==> src/rtl/uart_tx_cfg_if.sv <==
// Host-side byte offer channel for uart_tx_cfg.
// Carries payload plus per-frame parity/stop settings.
interface uart_tx_cfg_if #(
    parameter int DBIT = 8
) ();
    logic            tx_valid;
    logic            tx_ready;
    logic [DBIT-1:0] tx_data;
    logic [1:0]      parity_mode;
    logic            stop2;

    modport master (
        output tx_valid,
        output tx_data,
        output parity_mode,
        output stop2,
        input  tx_ready
    );

    modport slave (
        input  tx_valid,
        input  tx_data,
        input  parity_mode,
        input  stop2,
        output tx_ready
    );
endinterface

==> src/rtl/uart_tx_cfg.sv <==
// UART transmitter with 1-entry holding register and
// per-frame parity / stop-bit configuration.
module uart_tx_cfg #(
    parameter int DBIT       = 8,
    parameter int OVERSAMPLE = 16
) (
    input  logic         clk,
    input  logic         rstn,
    input  logic         stick,
    uart_tx_cfg_if.slave host,
    output logic         tx_done,
    output logic         busy,
    output logic         tx
);

    localparam int TW = $clog2(2 * OVERSAMPLE);
    localparam int BW = $clog2(DBIT);

    localparam logic [TW-1:0] OS_M1    = TW'(OVERSAMPLE - 1);
    localparam logic [TW-1:0] STOP2_M1 = TW'(2 * OVERSAMPLE - 1);
    localparam logic [BW-1:0] DB_M1    = BW'(DBIT - 1);

    generate
        if (DBIT < 5 || DBIT > 9) begin : g_bad_dbit
            $error("uart_tx_cfg: DBIT must be 5..9");
        end
        if (OVERSAMPLE < 4 || OVERSAMPLE > 32) begin : g_bad_os
            $error("uart_tx_cfg: OVERSAMPLE must be 4..32");
        end
    endgenerate

    typedef enum logic [2:0] {
        S_IDLE,
        S_START,
        S_DATA,
        S_PARITY,
        S_STOP
    } state_t;

    state_t          state;
    logic            hr_full;
    logic [DBIT-1:0] hr_data;
    logic [1:0]      hr_mode;
    logic            hr_stop2;
    logic [DBIT-1:0] shifter;
    logic            par_en;
    logic            par_bit;
    logic            f_stop2;
    logic [TW-1:0]   tick;
    logic [BW-1:0]   bcnt;
    logic            hs;
    logic            bit_end;
    logic            stop_end;

    assign host.tx_ready = ~hr_full;
    assign busy          = (state != S_IDLE) | hr_full;

    // Handshake and end-of-period decodes for the FSM below.
    always_comb begin
        hs       = host.tx_valid & ~hr_full;
        bit_end  = stick & (tick == OS_M1);
        stop_end = stick & (tick == (f_stop2 ? STOP2_M1 : OS_M1));
    end

    // Frame sequencer, holding register and registered line/done outputs.
    always_ff @(posedge clk or negedge rstn) begin
        if (!rstn) begin
            state    <= S_IDLE;
            hr_full  <= 1'b0;
            hr_data  <= '0;
            hr_mode  <= 2'b00;
            hr_stop2 <= 1'b0;
            shifter  <= '0;
            par_en   <= 1'b0;
            par_bit  <= 1'b0;
            f_stop2  <= 1'b0;
            tick     <= '0;
            bcnt     <= '0;
            tx_done  <= 1'b0;
            tx       <= 1'b1;
        end else begin
            tx_done <= 1'b0;

            if (hs) begin
                hr_full  <= 1'b1;
                hr_data  <= host.tx_data;
                hr_mode  <= host.parity_mode;
                hr_stop2 <= host.stop2;
            end

            unique case (state)
                S_IDLE: begin
                    if (hr_full) begin
                        shifter <= hr_data;
                        par_en  <= hr_mode[0] ^ hr_mode[1];
                        par_bit <= hr_mode[1] ? ^hr_data : ~^hr_data;
                        f_stop2 <= hr_stop2;
                        tick    <= '0;
                        bcnt    <= '0;
                        if (!hs) hr_full <= 1'b0;
                        state   <= S_START;
                    end
                end
                S_START: begin
                    if (bit_end) begin
                        tick  <= '0;
                        state <= S_DATA;
                    end else if (stick) begin
                        tick <= tick + 1'b1;
                    end
                end
                S_DATA: begin
                    if (bit_end) begin
                        tick    <= '0;
                        shifter <= shifter >> 1;
                        if (bcnt == DB_M1) begin
                            bcnt  <= '0;
                            state <= par_en ? S_PARITY : S_STOP;
                        end else begin
                            bcnt <= bcnt + 1'b1;
                        end
                    end else if (stick) begin
                        tick <= tick + 1'b1;
                    end
                end
                S_PARITY: begin
                    if (bit_end) begin
                        tick  <= '0;
                        state <= S_STOP;
                    end else if (stick) begin
                        tick <= tick + 1'b1;
                    end
                end
                S_STOP: begin
                    if (stop_end) begin
                        tick    <= '0;
                        tx_done <= 1'b1;
                        state   <= S_IDLE;
                    end else if (stick) begin
                        tick <= tick + 1'b1;
                    end
                end
                default: begin
                    state <= S_IDLE;
                end
            endcase

            unique case (state)
                S_START:  tx <= 1'b0;
                S_DATA:   tx <= shifter[0];
                S_PARITY: tx <= par_bit;
                default:  tx <= 1'b1;
            endcase
        end
    end

endmodule

==> src/flat_wrapper.sv <==
// flat-port wrapper written by rule: the top's interface ports become plain ports
module uart_tx_cfg_flat 
#(
    parameter int DBIT       = 8,
    parameter int OVERSAMPLE = 16
)
  (clk, rstn, stick, tx_done, busy, tx, host_tx_valid, host_tx_data, host_parity_mode, host_stop2, host_tx_ready);
  uart_tx_cfg_if #(.DBIT(DBIT)) host_i ();
  input  logic clk;
  input  logic rstn;
  input  logic stick;
  output logic tx_done;
  output logic busy;
  output logic tx;
  input wire logic [$bits(host_i.tx_valid)-1:0] host_tx_valid;
  input wire logic [$bits(host_i.tx_data)-1:0] host_tx_data;
  input wire logic [$bits(host_i.parity_mode)-1:0] host_parity_mode;
  input wire logic [$bits(host_i.stop2)-1:0] host_stop2;
  output wire logic [$bits(host_i.tx_ready)-1:0] host_tx_ready;
  assign host_i.tx_valid = host_tx_valid;
  assign host_i.tx_data = host_tx_data;
  assign host_i.parity_mode = host_parity_mode;
  assign host_i.stop2 = host_stop2;
  assign host_tx_ready = host_i.tx_ready;
  uart_tx_cfg #(.DBIT(DBIT), .OVERSAMPLE(OVERSAMPLE)) u_core (.clk(clk), .rstn(rstn), .stick(stick), .host(host_i), .tx_done(tx_done), .busy(busy), .tx(tx));
endmodule
==> config.mk <==
export PLATFORM = sky130hd
export DESIGN_NAME = uart_tx_cfg_flat
export DESIGN_NICKNAME = d
export VERILOG_FILES = /design/src/rtl/uart_tx_cfg_if.sv /design/src/rtl/uart_tx_cfg.sv /design/src/flat_wrapper.sv
export SDC_FILE = /design/constraint.sdc
export NUM_CORES = 1
export LEC_CHECK = 0
export ABC_CLOCK_PERIOD_IN_PS = 2100
export CAP_MARGIN = 20
export CORE_ASPECT_RATIO = 0.8
export CORE_MARGIN = 2
export CORE_UTILIZATION = 45
export CTS_BUF_LIST = sky130_fd_sc_hd__clkbuf_16
export DETAILED_ROUTE_END_ITERATION = 16
export MAX_ROUTING_LAYER = met4
export PLACE_DENSITY = 0.64
export SLEW_MARGIN = 40
export SYNTH_ARGS = -nofsm -noshare
export SYNTH_HDL_FRONTEND = slang
export SYNTH_SLANG_ARGS = --single-unit
==> constraint.sdc <==
create_clock -name clk -period 2.1 [get_ports clk]
set_input_delay 0.42 -clock clk [delete_from_list [all_inputs] [get_ports clk]]
set_output_delay 0.42 -clock clk [all_outputs]
set_load 0.005 [all_outputs]
==> results of run 1 <==
==> layout make-up <==
class | instances | area share
clock buffer | 5 | 0.0556
clock inverter | 3 | 0.00556
inverter | 10 | 0.0167
multi-input combinational | 112 | 0.383
sequential | 36 | 0.401
tap | 55 | 0.0306
timing repair buffer | 26 | 0.108
==> power breakdown <==
part / internal (mW) / switching [mW]
Clock: 0.428 / 0.267
Sequential: 0.974 / 0.209
Combinational: 0.626 / 0.482
Total: 2.03 / 0.958
==> sequential cells by signal (all words and copies together) (netlist names) <==
register	count
u_core.bcnt	3
u_core.f_stop2	1
u_core.hr_data	8
u_core.hr_full	1
u_core.hr_mode	2
u_core.hr_stop2	1
u_core.par_bit	1
u_core.par_en	1
u_core.shifter	8
u_core.state	3
u_core.tick	5
u_core.tx	1
u_core.tx_done	1
==> layout by cell type, fill, tap and decap left out, types with 2 or more instances in the layout <==
cell type,synthesis,final
dfrtp_1,35,35
clkdlybuf4s50_1,0,17
nor2_1,15,15
a21oi_1,13,13
mux2_2,13,13
inv_1,9,11
o21ai_0,10,10
mux2i_1,8,8
buf_4,2,8
xnor2_1,6,6
nand2_1,5,5
clkbuf_16,0,5
nand3_1,4,4
ha_1,4,4
nor3_1,3,3
nand2b_1,3,3
a31oi_1,2,2
xor2_1,2,2
nand4_1,2,2
==> cell families (layout without fill, tap and decap cells) <==
group,count (synthesis),after routing
simple gates,42,42
flops,36,36
buf+inv,17,44
compound gates,36,36
mux,21,21
xor+xnor,9,9
fa+ha+maj,4,4
==> per-layer routing <==
layer | GRT usage | wire [µm] | up-vias
li1 | - | - | 634
met1 | 0.251 | 1720 | 612
met2 | 0.257 | 1510 | 44
met3 | 0.0442 | 231 | 2
met4 | 0.0602 | 9 | 0
met5 | - | 0 | -
==> cell usage after synthesis, types with 2 or more instances <==
cell type	count
buf_4	2
a31oi_1	2
buf_2	2
nor2_1	15
xnor2_1	6
nand3_1	4
inv_1	9
xor2_1	2
mux2_2	13
ha_1	4
dfrtp_1	35
nand2_1	5
o21ai_0	10
nand4_1	2
a21oi_1	13
nor3_1	3
mux2i_1	8
nand2b_1	3
==> final timing paths <==
path	start	end	slack [ps]	cells past startpoint
max	u_core.tick[0]	u_core.state[0]	90	7
min	u_core.tick[3]	u_core.tick[3]	490	1
max reg2reg	u_core.tick[0]	u_core.state[0]	90	7
min reg2reg	u_core.tick[3]	u_core.tick[3]	490	1
max in group asynchronous	rstn	u_core.tx	1210	2
min in group asynchronous	rstn	u_core.tick[4]	560	2
==> worst max-delay path, cell delays in order, from the launching register on <==
cell,delay (ps)
dfrtp_1,400
ha_1,240
and3_2,260
ha_1,230
and2_1,220
a221oi_2,330
a211o_1,150
a21oi_1,60
==> stage by stage <==
step / utilization / setup slack, ps
2_1_floorplan: - / 266
3_5_place_dp: 0.545 / 123
3_3_place_gp: 0.545 / 202
4_1_cts: 0.580 / 2.05
5_1_grt: 0.581 / 1.61
6_report: 0.581 / 89.4
==> timing repair <==
action,4_1_cts,5_1_grt
endpoints found under the setup margin,0,1
endpoints found under the hold margin,0,0
gates resized for setup,0,1
==> flow_summary.toml, run 1 <==
[setup_path]
crit_path_start_kind = "flip-flop"
end_kind = "flip-flop"
cp.arrival_ps = 2170
cp_max_fo = 5
crit_type = "flip-flop to flip-flop"
crit_required_ps = 2260

[route]
viasPerCell = 5.23
routed-via-count = 1292
drc = 0
ant_nets = 0
dr.pass1.iters = 4
wl_per_cell_um = 14.0
drt_iter0_markers = 151
wl_mm = 3.47

[die]
die_y_um = 61.5
die-area_um2 = 4660
ios = 19
die_w_um = 75.8
initial_core_util = 0.479
core_area_um2 = 3880
num_rows = 20

[finish]
finalInstanceArea_um2 = 2250
drive_gt1_frac = 0.198
area_growth_pct = 21.3
insertedDiodeCount = 0
nets = 210
final_cells = 247
fill_cells = 338
multi_input_area_um2 = 863
seqCellArea_um2 = 902

[yosys]
yosys.cell_types.count = 45
synth_edf_count = 0
synth_area_leader_cell = "dfrtp_1"
synth_mux_area_frac = 0.122
yosys.area_share.adder = 0.0270
avgSynthCellArea_um2 = 11.3
synth-seq-area-share = 0.486
ys_ff_latch = 36
synth.area.top_cells = "dfrtp_1, mux2_2, mux2i_1"
synth_top_area_frac = 0.472
synth_nets = 184
synthXorXnorAreaFrac = 0.0499
synth_compound_area_frac = 0.135
async_flop_share = 1.00
syn_inst = 165
yosys_warnings = 0
syn_area_um2 = 1860
synth_ff_type = "dfrtp_1"
synthSimpleGateAreaFrac = 0.131
synth_top_family_by_area = "compound AO/OA/AOI/OAI gates"

[global_routing]
grt_pass1_vias = 1273
grt_use_total = 0.180
grt.overflow.total = 0
grt_max_degree = 37
antenna_found_initial = 0
grt_pass1_wl_mm = 5.95

[power]
peakVddDrop_v = 0.000824
power-per-cell-area_nw_per_um2 = 1330
leakagePower_nw = 0.939
total_power_mw = 2.99

[min_path]
hold_class = "flip-flop to flip-flop"

[clocking]
holdBufCountCts = 0
root_buffer = "clkbuf_16"
numCtsBuffers = 5
cts_tree = "done"
postCtsSetupBuffers = 0
h-tree-depth = 2
clk_pin_slew_ps = 50
clock_tree.buffer_depth = 2
worstSkewPairLatency_ps = 280
cts_num_sinks = 36

[timing]
period_minus_slack_ps = 2010
rsz0062_at_grt = "no"
hold_violations = 0
skew_ps = 6.79
min_period_over_period = 0.957
tns_ps = 0
max_freq_mhz = 497
drv_slew = 0
whs_ps = 495
slew_headroom = 0.643
setup_violations = 0
max_slew.worst_pin.slew_ps = 534

[job]
maxCapViolCount = 0

[placed_design]
port_buffers = 18
place_congestion = 0.830
dpl_cell_area_um2 = 2110
dp_cells = 239
dpl.hpwl_mm = 2.51

[outcome]
status = "finished, final reports clean"
(Power assumes the default switching activity.)
==> run 2: changes to the inputs <==
Settings changed: CORE_UTILIZATION 45 to 31, PLACE_DENSITY 0.64 to 0.47.
==> run 2 against run 1 <==
  * First-iteration DRC count fell by 19%
  * Clock power decreased by 1%
  * Via count increased by 1.0%
  * Worst setup slack worse by 12 ps
  * Routed wire length up 4.2%
  * Critical path type unchanged
==> flow_summary.toml, run 2 (synthesis results as in run 1) <==
[timing]
max_slew.worst_pin.slew_ps = 530
drv_slew = 0
skew_ps = 2.27
hold_violations = 0
whs_ps = 491
slew_headroom = 0.645
period_minus_slack_ps = 2020
min_period_over_period = 0.963
setup_violations = 0
max_freq_mhz = 494

[route]
drt_iter0_markers = 123
dr.pass1.iters = 4
ant_nets = 0
routed-via-count = 1305
drc = 0
wl_per_cell_um = 13.2
viasPerCell = 4.78
wl_mm = 3.61

[setup_path]
r2r_start = "u_core.tick[0]"
crit_required_ps = 2260
cpMostUsedCell = "ha_1"
end_kind = "flip-flop"
cp_slowest_stage_delay_ps = 410
cp_top_family = "compound AO/OA/AOI/OAI gates"
crit_path_start_kind = "flip-flop"
worstSetupStartpoint = "u_core.tick[0]"
critPathBufInv = 0
cp.arrival_ps = 2180
cp_max_fo = 5
cp_cell_sequence = "ha_1 -> and3_2 -> ha_1 -> and2_1 -> a221oi_2 -> a211o_1 -> a21oi_1"
crit_type = "flip-flop to flip-flop"
slowest_stage = "dfrtp_1"

[finish]
drive_gt1_frac = 0.203
area_growth_pct = 23.2
insertedDiodeCount = 0
layout_commonest_cell = "dfrtp_1"
fin_util = 0.391
final_cells = 273
reg.largest.list = "u_core.hr_data (8), u_core.shifter (8), u_core.tick (5)"
nets = 211
mostFrequentLayoutCells = "dfrtp_1, clkdlybuf4s50_1, nor2_1"
fill_cells = 571

[placed_design]
dp_cells = 265
dpl.hpwl_mm = 2.63
port_buffers = 18
place_congestion = 0.790

[global_routing]
grt.overflow.total = 0
grt_max_degree = 37
grt_pass1_wl_mm = 6.02
grt_use_total = 0.122
grt_pass1_vias = 1233
antenna_found_initial = 0

[die]
core_area_um2 = 5850
die-area_um2 = 6630
initial_core_util = 0.317
die_w_um = 90.5
ios = 19
die_y_um = 73.2
num_rows = 25

[power]
leakagePower_nw = 0.936
power-per-cell-area_nw_per_um2 = 1310
peakVddDrop_v = 0.000760
total_power_mw = 3.00

[clocking]
worstSkewPairLatency_ps = 270
root_buffer = "clkbuf_16"
clk_pin_slew_ps = 50
clock_tree.buffer_depth = 2
holdBufCountCts = 0
numCtsBuffers = 5
cts_tree = "done"
h-tree-depth = 2
cts_num_sinks = 36

[min_path]
min_from = "u_core.tick[3]"
hold_class = "flip-flop to flip-flop"

[outcome]
status = "finished, final reports clean"

[job]
maxCapViolCount = 0
-- run 2: cell types whose count changed in the layout (fill, tap and decap cells not counted), sizes merged --
cell          delta
dlymetal6s2s     -1
inv              -1
dlygate4sd2      +1
buf              +1
-- run 2: what timing repair did --
| action | CTS | global route |
|---|---|---|
| endpoints found under the setup margin | 1 | 2 |
| buffers inserted | 0 | 1 |
| pin swaps | 0 | 1 |
| resized for setup | 1 | 1 |
-- run 2: worst reg2reg max path: cells and delay by family (launching register included) --
kind                     cells  cell delay (ps)
AO/OA/AOI/OAI                3              540
flip-flops                   1              410
AND/OR/NAND/NOR              2              480
adder cells (fa/ha/maj)      2              480
-- run 2: layer usage --
layer	vias up	routed length, µm	GRT usage
met4	0	69	0.0564
met2	38	1580	0.171
met5	-	0	-
li1	636	-	-
met3	7	201	0.0310
met1	624	1760	0.165
-- run 2: through the flow --
| step | setup TNS [ps] | worst slack (ps) | area (µm²) |
|---|---|---|---|
| 2_1_floorplan | 0 | 266 | 1860 |
| 3_3_place_gp | 0 | 200 | 2140 |
| 3_5_place_dp | 0 | 118 | 2140 |
| 4_1_cts | 0 | 105 | 2280 |
| 5_1_grt | -21.3 | -12.8 | 2290 |
| 6_report | 0 | 77.0 | 2290 |
-- run 2: power breakdown --
group | switching, mW | internal [mW]
sequential | 0.216 | 0.974
combinational | 0.484 | 0.636
clock | 0.262 | 0.426
-- run 2: final cells by class --
cell class	count	area, µm²	share of cell area
well taps	81	101	0.0443
inverters	10	37.5	0.0164
repair buffers	27	250	0.109
multi-input cells	112	863	0.377
clock inverters	2	8.76	0.00383
flip-flops and latches	36	902	0.394
clock buffers	5	125	0.0547
-- run 2: path summary, 6_finish.rpt --
path	slack, ps	cells after the start	end
hold / removal	490	1	u_core.tick[3]
setup reg to reg	80	7	u_core.state[0]
min in group asynchronous	560	2	u_core.hr_stop2
max in group asynchronous	1200	2	u_core.tx
setup / recovery	80	7	u_core.state[0]
hold reg to reg	490	1	u_core.tick[3]
==> run 3: changes to the inputs <==
Settings changed: SETUP_SLACK_MARGIN from default to 0.1.
==> run 3 against run 2 <==
  * First-iteration DRC count fell by 44%
  * Power rose by 2.1%
  * Core utilization rose by 0.73 points
  * Sequential cell count did not move
  * Maximum frequency rose by 4.5%
  * Highest routed layer unchanged
  * Sequential power barely moved
  * Critical path type is now flip-flop to output port
  * Largest cell class unchanged
  * Clock power barely moved
  * Via count rose by 1.7%
  * Non-clock buffer count rose by 2
  * Design area rose by 1.9%
==> flow_summary.toml, run 3 (synthesis results as in run 1) <==
[setup_path]
crit_path_start_kind = "flip-flop"
end_kind = "output port"
r2r_start = "u_core.tick[0]"
critPathBufInv = 1
slowest_stage = "or4_1"
cp_top_family = "simple AND/OR/NAND/NOR gates"
crit_type = "flip-flop to output port"
rr_worst_depth = 7
cp_max_fo = 2
r2r_end = "u_core.state[0]"
cp_slowest_stage_delay_ps = 570
cp_cell_sequence = "or4_1 -> dlygate4sd2_1"
rrSetupSlack_ps = 200
crit_required_ps = 1680
crit_cells = 2
cp.arrival_ps = 1520

[power]
p_clk_frac = 0.225
power-per-cell-area_nw_per_um2 = 1310
seqPwrFrac = 0.388
peakVddDrop_v = 0.000758
comb_power_share = 0.387
leakagePower_nw = 0.951
internal-power_mw = 2.07
p_sw_uw = 990
switching_share = 0.323

[clocking]
cts_num_sinks = 36
root_buffer = "clkbuf_16"
h-tree-depth = 2
cts_tree = "done"
numCtsBuffers = 5
worstSkewPairLatency_ps = 270
clk_pin_slew_ps = 50
clock_tree.buffer_depth = 2
holdBufCountCts = 0

[timing]
drv_slew = 0
skew_ps = 2.01
min_period_over_period = 0.922
rsz0062_at_grt = "no"
hold_violations = 0
max_slew.worst_pin.slew_ps = 529
period_minus_slack_ps = 1940
max_freq_mhz = 517
setup_violations = 0
slew_headroom = 0.646
tns_ps = 0
layout_setup_ws_ps = 165

[die]
num_rows = 25
die_w_um = 90.5
ios = 19
initial_core_util = 0.317
die_y_um = 73.2
core_area_um2 = 5850
die-area_um2 = 6630

[finish]
layout_commonest_cell = "dfrtp_1"
final_cells = 275
finalInstanceArea_um2 = 2330
mostFrequentLayoutCells = "dfrtp_1, clkdlybuf4s50_1, nor2_1"
nets = 213
area_growth_pct = 25.5
drive_gt1_frac = 0.232
fill_cells = 567
fin_util = 0.399
reg.largest.list = "u_core.hr_data (8), u_core.shifter (8), u_core.tick (5)"
insertedDiodeCount = 0

[route]
dr.pass1.iters = 4
drt_iter0_markers = 69
wl_per_cell_um = 13.8
drc = 0
wl_mm = 3.79
viasPerCell = 4.83
ant_nets = 0
routed-via-count = 1327

[min_path]
hold_path_end = "u_core.tick[3]"
min_from = "u_core.tick[3]"
hold_class = "flip-flop to flip-flop"
whs_path_depth = 1

[placed_design]
place_congestion = 0.790
pre_cts_ws_ps = 118
dpl_cell_area_um2 = 2140
dp_cells = 265
dpl.hpwl_mm = 2.63
port_buffers = 18

[job]
maxCapViolCount = 0

[global_routing]
antenna_found_initial = 0
grt.overflow.total = 0
grt_max_degree = 37
grt_use_total = 0.122
grt_pass1_vias = 1233
grt_pass1_wl_mm = 6.02

[outcome]
status = "finished, final reports clean"
## run 3: cell type report
type / instances / area (µm²) / area share
clock buffers: 5 / 125 / 0.0537
repair buffers: 29 / 265 / 0.114
flip-flops and latches: 36 / 902 / 0.387
inverters: 10 / 37.5 / 0.0161
multi-input cells: 112 / 891 / 0.382
clock inverters: 2 / 8.76 / 0.00376
well taps: 81 / 101 / 0.0435
## run 3: how the worst max path moves through the flow
stage	slack, ps	to	startpoint
5_1_grt	120	busy	u_core.state[0]
3_3_place_gp	200	u_core.state[0]	u_core.tick[0]
3_5_place_dp	120	u_core.state[0]	u_core.tick[0]
4_1_cts	100	u_core.state[0]	u_core.tick[0]
2_1_floorplan	270	u_core.bcnt[0]	u_core.tick[0]
6_report	160	busy	u_core.state[0]
## run 3: layer usage
metal / global-route usage / wire [µm] / share of wire
met1: 0.165 / 1860 / 0.49
met4: 0.0564 / 79 / 0.021
met3: 0.0310 / 188 / 0.050
met5: - / 0 / 0
met2: 0.171 / 1660 / 0.44
## run 3: power by group through the flow
stage	combinational (mW)	clock (mW)	sequential (mW)
floorplan	0.895	0	1.14
global placement	1.10	0	1.19
detailed placement	1.13	0	1.20
CTS	1.13	0.703	1.19
global route	1.32	0.743	1.22
finish	1.18	0.687	1.19
## run 3: per-stage QoR
step	total power, mW	hold WS (ps)
after detailed placement	2.33	487
after global routing	3.29	531
after floorplan	2.03	124
after CTS	3.02	497
after global placement	2.29	486
final	3.06	501
## run 3: repair_timing
item                                    4_1_cts  5_1_grt
cloned                                        0        1
gates resized for setup                       1        9
buffers inserted                              0        2
pin swaps                                     0        2
endpoints found under the setup margin        1       13
